### src/rtl/shift_cmd_fifo.sv
`default_nettype none
// ============================================================================
// Module      : shift_cmd_fifo
// Description : Four-entry show-ahead command FIFO feeding the 8-bit barrel
//               shifter. Each entry holds {data, amount, direction}; the head
//               entry drives the shifter inputs behind a valid/ready handshake.
// Revision    : 1.0 - initial release
// ============================================================================
module shift_cmd_fifo #(
  parameter int DEPTH = 4
) (
  input  logic       clk,
  input  logic       rst_n,
  input  logic       in_valid,
  output logic       in_ready,
  input  logic [7:0] In_d,
  input  logic [2:0] n_d,
  input  logic       Lr_d,
  output logic       out_valid,
  input  logic       out_ready,
  output logic [7:0] In,
  output logic [2:0] n,
  output logic       Lr,
  output logic [2:0] count,
  output logic       overflow
);

  localparam int         c_PTR_W   = $clog2(DEPTH);
  localparam int         c_ENTRY_W = 12;
  localparam logic [2:0] c_FULL    = 3'(DEPTH);

  logic [c_ENTRY_W-1:0] r_mem [DEPTH];
  logic [c_PTR_W-1:0]   r_wr_ptr;
  logic [c_PTR_W-1:0]   r_rd_ptr;
  logic [2:0]           r_count;
  logic                 r_overflow;

  logic                 w_full;
  logic                 w_empty;
  logic                 w_push;
  logic                 w_pop;
  logic [c_ENTRY_W-1:0] w_head;

  // Handshake qualification: a full FIFO refuses pushes even if it pops this cycle.
  always_comb begin
    w_full   = (r_count == c_FULL);
    w_empty  = (r_count == 3'd0);
    w_push   = in_valid && !w_full;
    w_pop    = out_ready && !w_empty;
    w_head   = r_mem[r_rd_ptr];
  end

  // Entry storage: cleared on reset so the head outputs read zero while empty.
  always_ff @(posedge clk or negedge rst_n) begin
    if (!rst_n) begin
      for (int i = 0; i < DEPTH; i++) begin
        r_mem[i] <= '0;
      end
    end else if (w_push) begin
      r_mem[r_wr_ptr] <= {In_d, n_d, Lr_d};
    end
  end

  // Pointers wrap naturally at the power-of-two depth; count tracks occupancy.
  always_ff @(posedge clk or negedge rst_n) begin
    if (!rst_n) begin
      r_wr_ptr <= '0;
      r_rd_ptr <= '0;
      r_count  <= '0;
    end else begin
      if (w_push) begin
        r_wr_ptr <= r_wr_ptr + c_PTR_W'(1);
      end
      if (w_pop) begin
        r_rd_ptr <= r_rd_ptr + c_PTR_W'(1);
      end
      case ({w_push, w_pop})
        2'b10:   r_count <= r_count + 3'd1;
        2'b01:   r_count <= r_count - 3'd1;
        default: r_count <= r_count;
      endcase
    end
  end

  // Sticky overflow: any push attempt while full is recorded until reset.
  always_ff @(posedge clk or negedge rst_n) begin
    if (!rst_n) begin
      r_overflow <= 1'b0;
    end else if (in_valid && w_full) begin
      r_overflow <= 1'b1;
    end
  end

  // Output drive: head entry is presented show-ahead from registered storage.
  always_comb begin
    in_ready  = !w_full;
    out_valid = !w_empty;
    In        = w_head[11:4];
    n         = w_head[3:1];
    Lr        = w_head[0];
    count     = r_count;
    overflow  = r_overflow;
  end

endmodule
`default_nettype wire

### config.mk
export PLATFORM = sky130hd
export DESIGN_NAME = shift_cmd_fifo
export DESIGN_NICKNAME = d
export VERILOG_FILES = /design/src/rtl/shift_cmd_fifo.sv
export SDC_FILE = /design/constraint.sdc
export NUM_CORES = 1
export LEC_CHECK = 0
export CAP_MARGIN = 20
export CORE_AREA = 3 3 79 81
export CTS_CLUSTER_DIAMETER = 120
export DETAILED_ROUTE_END_ITERATION = 6
export DIE_AREA = 0 0 82 84
export GPL_TIMING_DRIVEN = 1
export PLACE_DENSITY = 0.67
export SLEW_MARGIN = 20
export SYNTH_ARGS = -nofsm -noshare
export SYNTH_HDL_FRONTEND = slang
export SYNTH_SLANG_ARGS = --single-unit
### constraint.sdc
create_clock -name clk -period 2.4 [get_ports clk]
set_input_delay 0.36 -clock clk [delete_from_list [all_inputs] [get_ports clk]]
set_output_delay 0.36 -clock clk [all_outputs]
set_load 0.01 [all_outputs]
# After elaboration in Yosys (flattened, before gate mapping)
# Index checks and enable logic that the tools add are counted.
# totals
reg_bits	56
out_inout_bits	18
wordCells	35
# op_classes
add_sub_neg	4
order_cmp	3
eq_ne	3
n_mux	7
bitwise_logic	2
reduce_logical	8
# ops
op	n
$bwmux 48	1
$mux 12	3
$bmux 12 s2	1
$demux 12 s2	1
$ge 3x3->1 const B	2
$not 2->3	2
$pmux 3 s2	1
$add 2x1->2 const B	2
$logic_and 1x1->1	4
$add 3x1->3 const B	1
$eq 3x3->1 const B	1
$logic_not 3->1	1
$lt 3x1->1 const B	1
$sub 3x1->3 const B	1
$eq 2x1->1 const B	1
$eq 2x2->1 const B	1
$logic_not 1->1	2
$reduce_bool 2->1	1

# Longest topological paths before layout
# Gate-level depths: netlist (run 1).
# depth
ltp_word	6
ltp_mapped	8
ltp_nobuf	8

# Worst setup path before layout (run 1)
# Ideal clock, no wire load.
# synth_timing
path_kind	register to register
from	reg r_count[0], in the netlist count[0]
to	reg r_count[2], in the netlist count[2]
setup_time_ns	0.079
arrival_ns	1.920
required_time_ns	2.321
slack_ns	0.401
path_stages_with_launch	9
n_path_buf	0
path_cell_list	dfrtp_1 > nor3b_4 > nand2b_1 > ha_1 > inv_1 > fa_1 > xor2_1 > nor2_1 > xor2_1
# synth_between
elab_chain_cells	5
# synth_rtl
element	line	rtl
start, declared	35	logic [2:0] r_count;
start signal, assigned	78	2'b10: r_count <= r_count + 3'd1;
start signal, assigned	79	2'b01: r_count <= r_count - 3'd1;
start signal, assigned	80	default: r_count <= r_count;
$eq 3x3->1 / $logic_not 3->1 (equally long branches)	46, 47	
$logic_not 1->1 (on tied branches)	48, 49	
$logic_and 1x1->1 (on tied branches)	48, 49	
$eq 2x1->1 / $eq 2x2->1 (equally long branches)	77	case ({w_push, w_pop})
$pmux 3 s2 / $reduce_bool 2->1 (equally long branches)	n/a	
# Several ways; a longest one is shown, not always the timed one.
# A chain may end at the register's enable or synchronous reset.

# Final worst setup path (run 1)
# layout_timing
from	reg r_rd_ptr[0]
to	out In[2]
# layout_between
elab_chain_cells	4
# layout_rtl
element	line	rtl
start, declared	34	logic [c_PTR_W-1:0] r_rd_ptr;
start signal, assigned	75	r_rd_ptr <= r_rd_ptr + c_PTR_W'(1);
$not 2->3 (not written as such)	50	w_head = r_mem[r_rd_ptr];
$bmux 12 s2	50	
$mux 12 (not written as such) (2 in a row)	50	
end, declared	21	output logic [7:0] In,
# Every way passes these cells. The select of a mux whose other input is x is not followed.

==> metrics.yaml, run 1 <==
status: "complete, no violations"
end_kind: "primary output"
die_y_um: 84
drive_gt1_share_pct: 38.3
rsz0062_at_grt: "false"
nNetsFinal: 220
vias_per_cell: 5.25
num_rows: 27
grt_pass1_vias: 1630
synth_seq_cells: 56
pwr_density_cell_nw_per_um2: 1420
finalSetupViolations: 0
max_cap_violations: 0
synth_nets: 180
drc: 0
die_area_um2: 6890
tritoncts: "done"
ios: 34
syn_avg_cell_area_um2: 16.0
fin_crit_ns: 2.30
finalClockSkew_ns: 0.00687
critical_path.max_stage_delay_ns: 0.52
clkLatencyLatePin_ns: 0.30
drt.antenna.violating_nets: 0
path_cells: "buf_12, mux4_2, clkdlybuf4s50_1"
cts.sinks: 56
start_util_pct: 45.7
worstPathArrival_ns: 1.94
critPathRequiredTime_ns: 2.04
grt_remaining_overflow: 0
hpwl_um: 3350
ys_seq_area_share_pct: 55.4
h-tree-depth: 2
slew-limit-headroom_pct: 54.3
place_congestion: 0.799
finalHoldViolCount: 0
layout_commonest_cell: "dfrtp_1"
tns_ns: 0
p_leak_nw: 1.27
max-vdd-ir-drop_mv: 0.734
dr.pass1.iters: 2
worst_slack_ns: 0.104
synth_area_um2: 2530
cp_max_fo: 12
post-cts-setup-buffers: 0
final_cell_mix: "dfrtp_1 (56), mux2_2 (49), clkdlybuf4s50_1 (32), mux4_2 (12), inv_1 (6)"
cts_hold_buf: 0
preCtsSetupSlack_ns: 0.147
synth.distinct_cells: 20
tightest_slew_ns: 0.685
core-area_um2: 5540
post_cts_resized: 0
initialDrtViolationCount: 64
period_share_pct: 95.7
multi_input_comb_area_um2: 1050
avgRoutedWirePerCell_um: 17.5
antenna_found_initial: 0
grt_max_degree: 30
cts_root_buf: "clkbuf_8"
nFillCells: 462
clkSlewWorstSetupHoldPaths_ns: 0.09
yosys.area.top_type: "dfrtp_1"
path_class: "reg2out"
seq_area_um2: 1400
grt_first_pass_wirelength_um: 8020
numPortBuffers: 33
min_path_type: "in2async"
synth_warnings: 0
slew_viol_final: 0
yosys-top-cells-area: "dfrtp_1 (55%), mux2_2 (22%), mux4_2 (11%)"
antenna_cells: 0
clockBufferDepth: 2
netlist.area_leader.share_pct: 55.4
die_x_um: 82
num_vias: 1406
fmaxAchievable_mhz: 435
cts_buffers: 5
wl_um: 4690
synthCells: 158
cp-start-kind: "register"
slowest_stage: "mux4_2"
area_delta_synth_final_pct: 20.0
track_usage_pct: 15.4
==> path summary, 6_finish.rpt <==
check                      cells past startpoint         to         from  slack (ns)
min in group clk                               1   overflow     overflow        0.47
max in group asynchronous                      2  r_mem[19]        rst_n        1.73
max reg2reg                                    8   count[2]     count[0]        0.22
min reg2reg                                    1   overflow     overflow        0.47
min                                            1  r_mem[23]        rst_n        0.10
max                                            3      In[2]  r_rd_ptr[0]        0.10
==> per-stage QoR <==
step	instance area (µm²)	util [%]	total power [W]	std cells	hold slack, ns
after floorplan	2530	-	0.00305	158	0.0644
after global placement	2970	53.6	0.00383	263	0.411
after detailed placement	2970	53.6	0.00396	263	0.441
after CTS	3040	54.8	0.00441	268	0.120
after global routing	3040	54.8	0.00464	268	0.137
final	3040	54.8	0.00433	268	0.101
==> final cells by class <==
cell class	instances	share of cell area, %
Clock buffer	5	2.27
Inverter	6	0.741
Multi-Input combinational cell	89	34.6
Sequential cell	56	46.1
Tap cell	72	2.97
Timing Repair Buffer	40	13.3
==> synthesized netlist by cell type <==
cell	n
o31a_1	1
a21o_1	1
inv_1	6
nor3b_4	1
ha_1	5
buf_2	2
or3_1	1
fa_1	1
xnor2_1	3
mux2_2	49
mux4_2	12
buf_1	1
nand2b_1	1
xor2_1	3
nor2_1	5
nand2_1	5
mux2i_1	1
buf_4	1
dfrtp_1	56
buf_6	3
==> registers in the layout (all words and copies together) (netlist names) <==
register,count
count,3
overflow,1
r_mem,48
r_rd_ptr,2
r_wr_ptr,2
==> power by group <==
| group | internal [W] | switching [W] |
|---|---|---|
| sequential | 0.00143 | 0.000310 |
| clock | 0.000189 | 0.000255 |
| combinational | 0.00137 | 0.000771 |
==> worst max-delay path: cells and delay by family (launching register included) <==
kind	cells	cell delay, ns
muxes	1	0.52
DFF	1	0.43
buffers and inverters	2	0.69
==> cell families (layout without fill, tap and decap cells) <==
family / Yosys count / after routing / synth area share, %
AOI/OAI and AO/OA: 2 / 2 / 0.643
buffers and inverters: 13 / 51 / 3.06
and+or+nand+nor: 13 / 13 / 2.72
DFF: 56 / 56 / 55.4
muxes: 62 / 62 / 32.9
xor gates and xnor gates: 6 / 6 / 2.08
adders and majority gates: 6 / 6 / 3.26
==> per-layer routing <==
| metal | global-route usage, % | wire length (µm) | vias to the layer above |
|---|---|---|---|
| met1 | 18.2 | 1930 | 730 |
| met5 | 0 | 0 | - |
| met2 | 27.5 | 2530 | 28 |
| met3 | 3.78 | 181 | 5 |
| met4 | 3.63 | 47 | 0 |
| li1 | - | - | 643 |
Note: power is estimated with default switching activity, not from simulation.
==> run 2: changes to the inputs <==
--- a/config.mk
+++ b/config.mk
@@ -6,10 +6,10 @@
 export NUM_CORES = 1
 export LEC_CHECK = 0
 export CAP_MARGIN = 20
-export CORE_AREA = 3 3 79 81
+export CORE_AREA = 3 3 75 84
 export CTS_CLUSTER_DIAMETER = 120
 export DETAILED_ROUTE_END_ITERATION = 6
-export DIE_AREA = 0 0 82 84
+export DIE_AREA = 0 0 78 87
 export GPL_TIMING_DRIVEN = 1
 export PLACE_DENSITY = 0.67
 export SLEW_MARGIN = 20
==> constraint.sdc (replaced) <==
create_clock -name clk -period 2.35 [get_ports clk]
set_input_delay 0.3525 -clock clk [delete_from_list [all_inputs] [get_ports clk]]
set_output_delay 0.3525 -clock clk [all_outputs]
set_load 0.01 [all_outputs]
==> metrics.yaml, run 2 (synthesized netlist as in run 1, its figures left out) <==
min_path_type: "in2async"
drive_gt1_share_pct: 40.4  # +2.1 points
cp-start-kind: "register"
ios: 34  # unchanged
num_vias: 1420  # +1.0%
grt_max_degree: 37  # +23%
place_congestion: 0.762  # -4.6%
top_register: "r_mem"
highest_layer: "met4"
end_kind: "primary output"
post-cts-setup-buffers: 0  # unchanged
tightest_slew_ns: 0.446  # -0.239 ns
path_cells: "buf_4, mux4_2, clkdlybuf4s50_1"
finalSetupViolations: 0  # unchanged
grt_pass1_vias: 1619  # -0.67%
nNetsFinal: 224  # +1.8%
worstPathArrival_ns: 1.89  # -0.05 ns
clkSlewWorstSetupHoldPaths_ns: 0.09  # about the same
clkLatencyLatePin_ns: 0.30  # about the same
die_area_um2: 6790  # -1.5%
max-vdd-ir-drop_mv: 0.725  # -1.2%
critical_path.max_stage_delay_ns: 0.53  # about the same
cts.sinks: 56  # unchanged
track_usage_pct: 16.5  # +1.1 points
vias_per_cell: 5.11  # -2.6%
drt.antenna.violating_nets: 0  # unchanged
status: "complete, no violations"
slowest_stage: "mux4_2"
initialDrtViolationCount: 46  # -28%
avgRoutedWirePerCell_um: 17.5  # -0.10%
tns_ns: 0  # unchanged
die_x_um: 78  # -4.9%
largest_reg_flops: 48  # unchanged
dr.pass1.iters: 3  # +1
layout_commonest_cell: "dfrtp_1"
rsz0062_at_grt: "false"
grt_remaining_overflow: 0  # unchanged
p_leak_nw: 1.31  # +2.9%
wl_met2_um: 2600  # +2.7%
die_y_um: 87  # +3.6%
antenna_cells: 0  # unchanged
design_area_um2: 3110  # +2.3%
finalClockSkew_ns: 0.00488  # -0.00198 ns
worst-path-buf-inv: 2  # unchanged
slew-limit-headroom_pct: 70.2  # +16 points
slew_viol_final: 0  # unchanged
drc: 0  # unchanged
area_delta_synth_final_pct: 22.8
path_class: "reg2out"
met3_wirelength_um: 174  # -3.9%
antenna_found_initial: 0  # unchanged
start_util_pct: 46.3  # +0.63 points
h-tree-depth: 2  # unchanged
numPortBuffers: 33  # unchanged
dpl_cell_area_um2: 2970  # about the same
core-area_um2: 5470  # -1.4%
cp_max_fo: 8  # -4
finalHoldViolCount: 0  # unchanged
cpLargestDelayFamily: "buffers and inverters"
cts_buffers: 5  # unchanged
wl_um: 4860  # +3.6%
nFillCells: 469  # +1.5%
pwr_density_cell_nw_per_um2: 1490  # +4.7%
fmaxAchievable_mhz: 446
cts_root_buf: "clkbuf_8"
period_share_pct: 95.4
critPathRequiredTime_ns: 2.00  # -0.04 ns
grt_first_pass_wirelength_um: 8450  # +5.3%
fin_crit_ns: 2.24
max_cap_violations: 0  # unchanged
wl_met1_um: 2020  # +4.9%
clockBufferDepth: 2  # unchanged
final_cell_mix: "dfrtp_1 (55), mux2_2 (49), clkdlybuf4s50_1 (32), mux4_2 (12), buf_4 (10)"
tritoncts: "done"
num_rows: 28  # +3.7%
hpwl_um: 3440  # +2.6%
## run 2: cell count changes in the layout (fill, tap and decap cells not counted), sizes merged
cell	before	now
dlygate4sd3	0	1
bufinv	0	1
clkbuf	5	7
buf	8	11
## run 2: report_power, final
part	total, W	internal [W]	switching [W]
registers	0.00179	0.00147	0.000320
clock network	0.000671	0.000376	0.000295
logic	0.00218	0.00139	0.000786
## run 2: through the flow
stage / hold WS, ns / worst slack, ns / util [%] / std cells / power [W]
2_1_floorplan: 0.0569 / 0.351 / - / 158 / 0.00311
3_3_place_gp: 0.145 / 0.242 / 54.3 / 269 / 0.00390
3_5_place_dp: 0.146 / 0.0816 / 54.3 / 269 / 0.00403
4_1_cts: 0.345 / 0.0352 / 56.8 / 278 / 0.00471
5_1_grt: 0.358 / 0.0156 / 56.9 / 278 / 0.00496
6_report: 0.357 / 0.108 / 56.9 / 278 / 0.00463
## run 2: cell type report
cell class              instances  area (µm²)  area share [%]
well taps                      75        93.8            3.02
repair buffers                 44         410            13.2
multi-input cells              89        1050            33.9
flip-flops and latches         56        1400            45.1
clock buffers                   7        96.3            3.10
clock inverters                 1        30.0           0.966
inverters                       6        22.5           0.725
## run 2: repair_timing
action	4_1_cts	5_1_grt
resized for setup	0	1
hold buffers	1	0
endpoints found under the setup margin	0	3
hold endpoints to repair	1	0
## run 2: layer usage
layer  up-vias  GRT usage, %
li1        645             -
met1       743          19.8
met2        26          29.5
met3         6          3.93
met4         0          4.77
met5         -             0
## run 2: final timing paths
kind                                   from          end  slack, ns  cells after the start
min in group clk                   overflow     overflow       0.48                      1
worst max register to register     count[0]     count[2]       0.29                      8
worst min register to register     overflow     overflow       0.48                      1
worst min-delay path                  rst_n    r_mem[46]       0.36                      2
max in group asynchronous             rst_n  r_rd_ptr[1]       1.37                      3
worst max-delay path            r_rd_ptr[0]        In[1]       0.11                      3
## run 2: worst reg2reg max path, delay by kind of cell, from the launching register on
kind	cells	cell delay, ns
and+or+nand+nor	3	0.55
xor gates and xnor gates	2	0.31
buffers and inverters	1	0.06
DFF	1	0.48
adders and majority gates	2	0.59
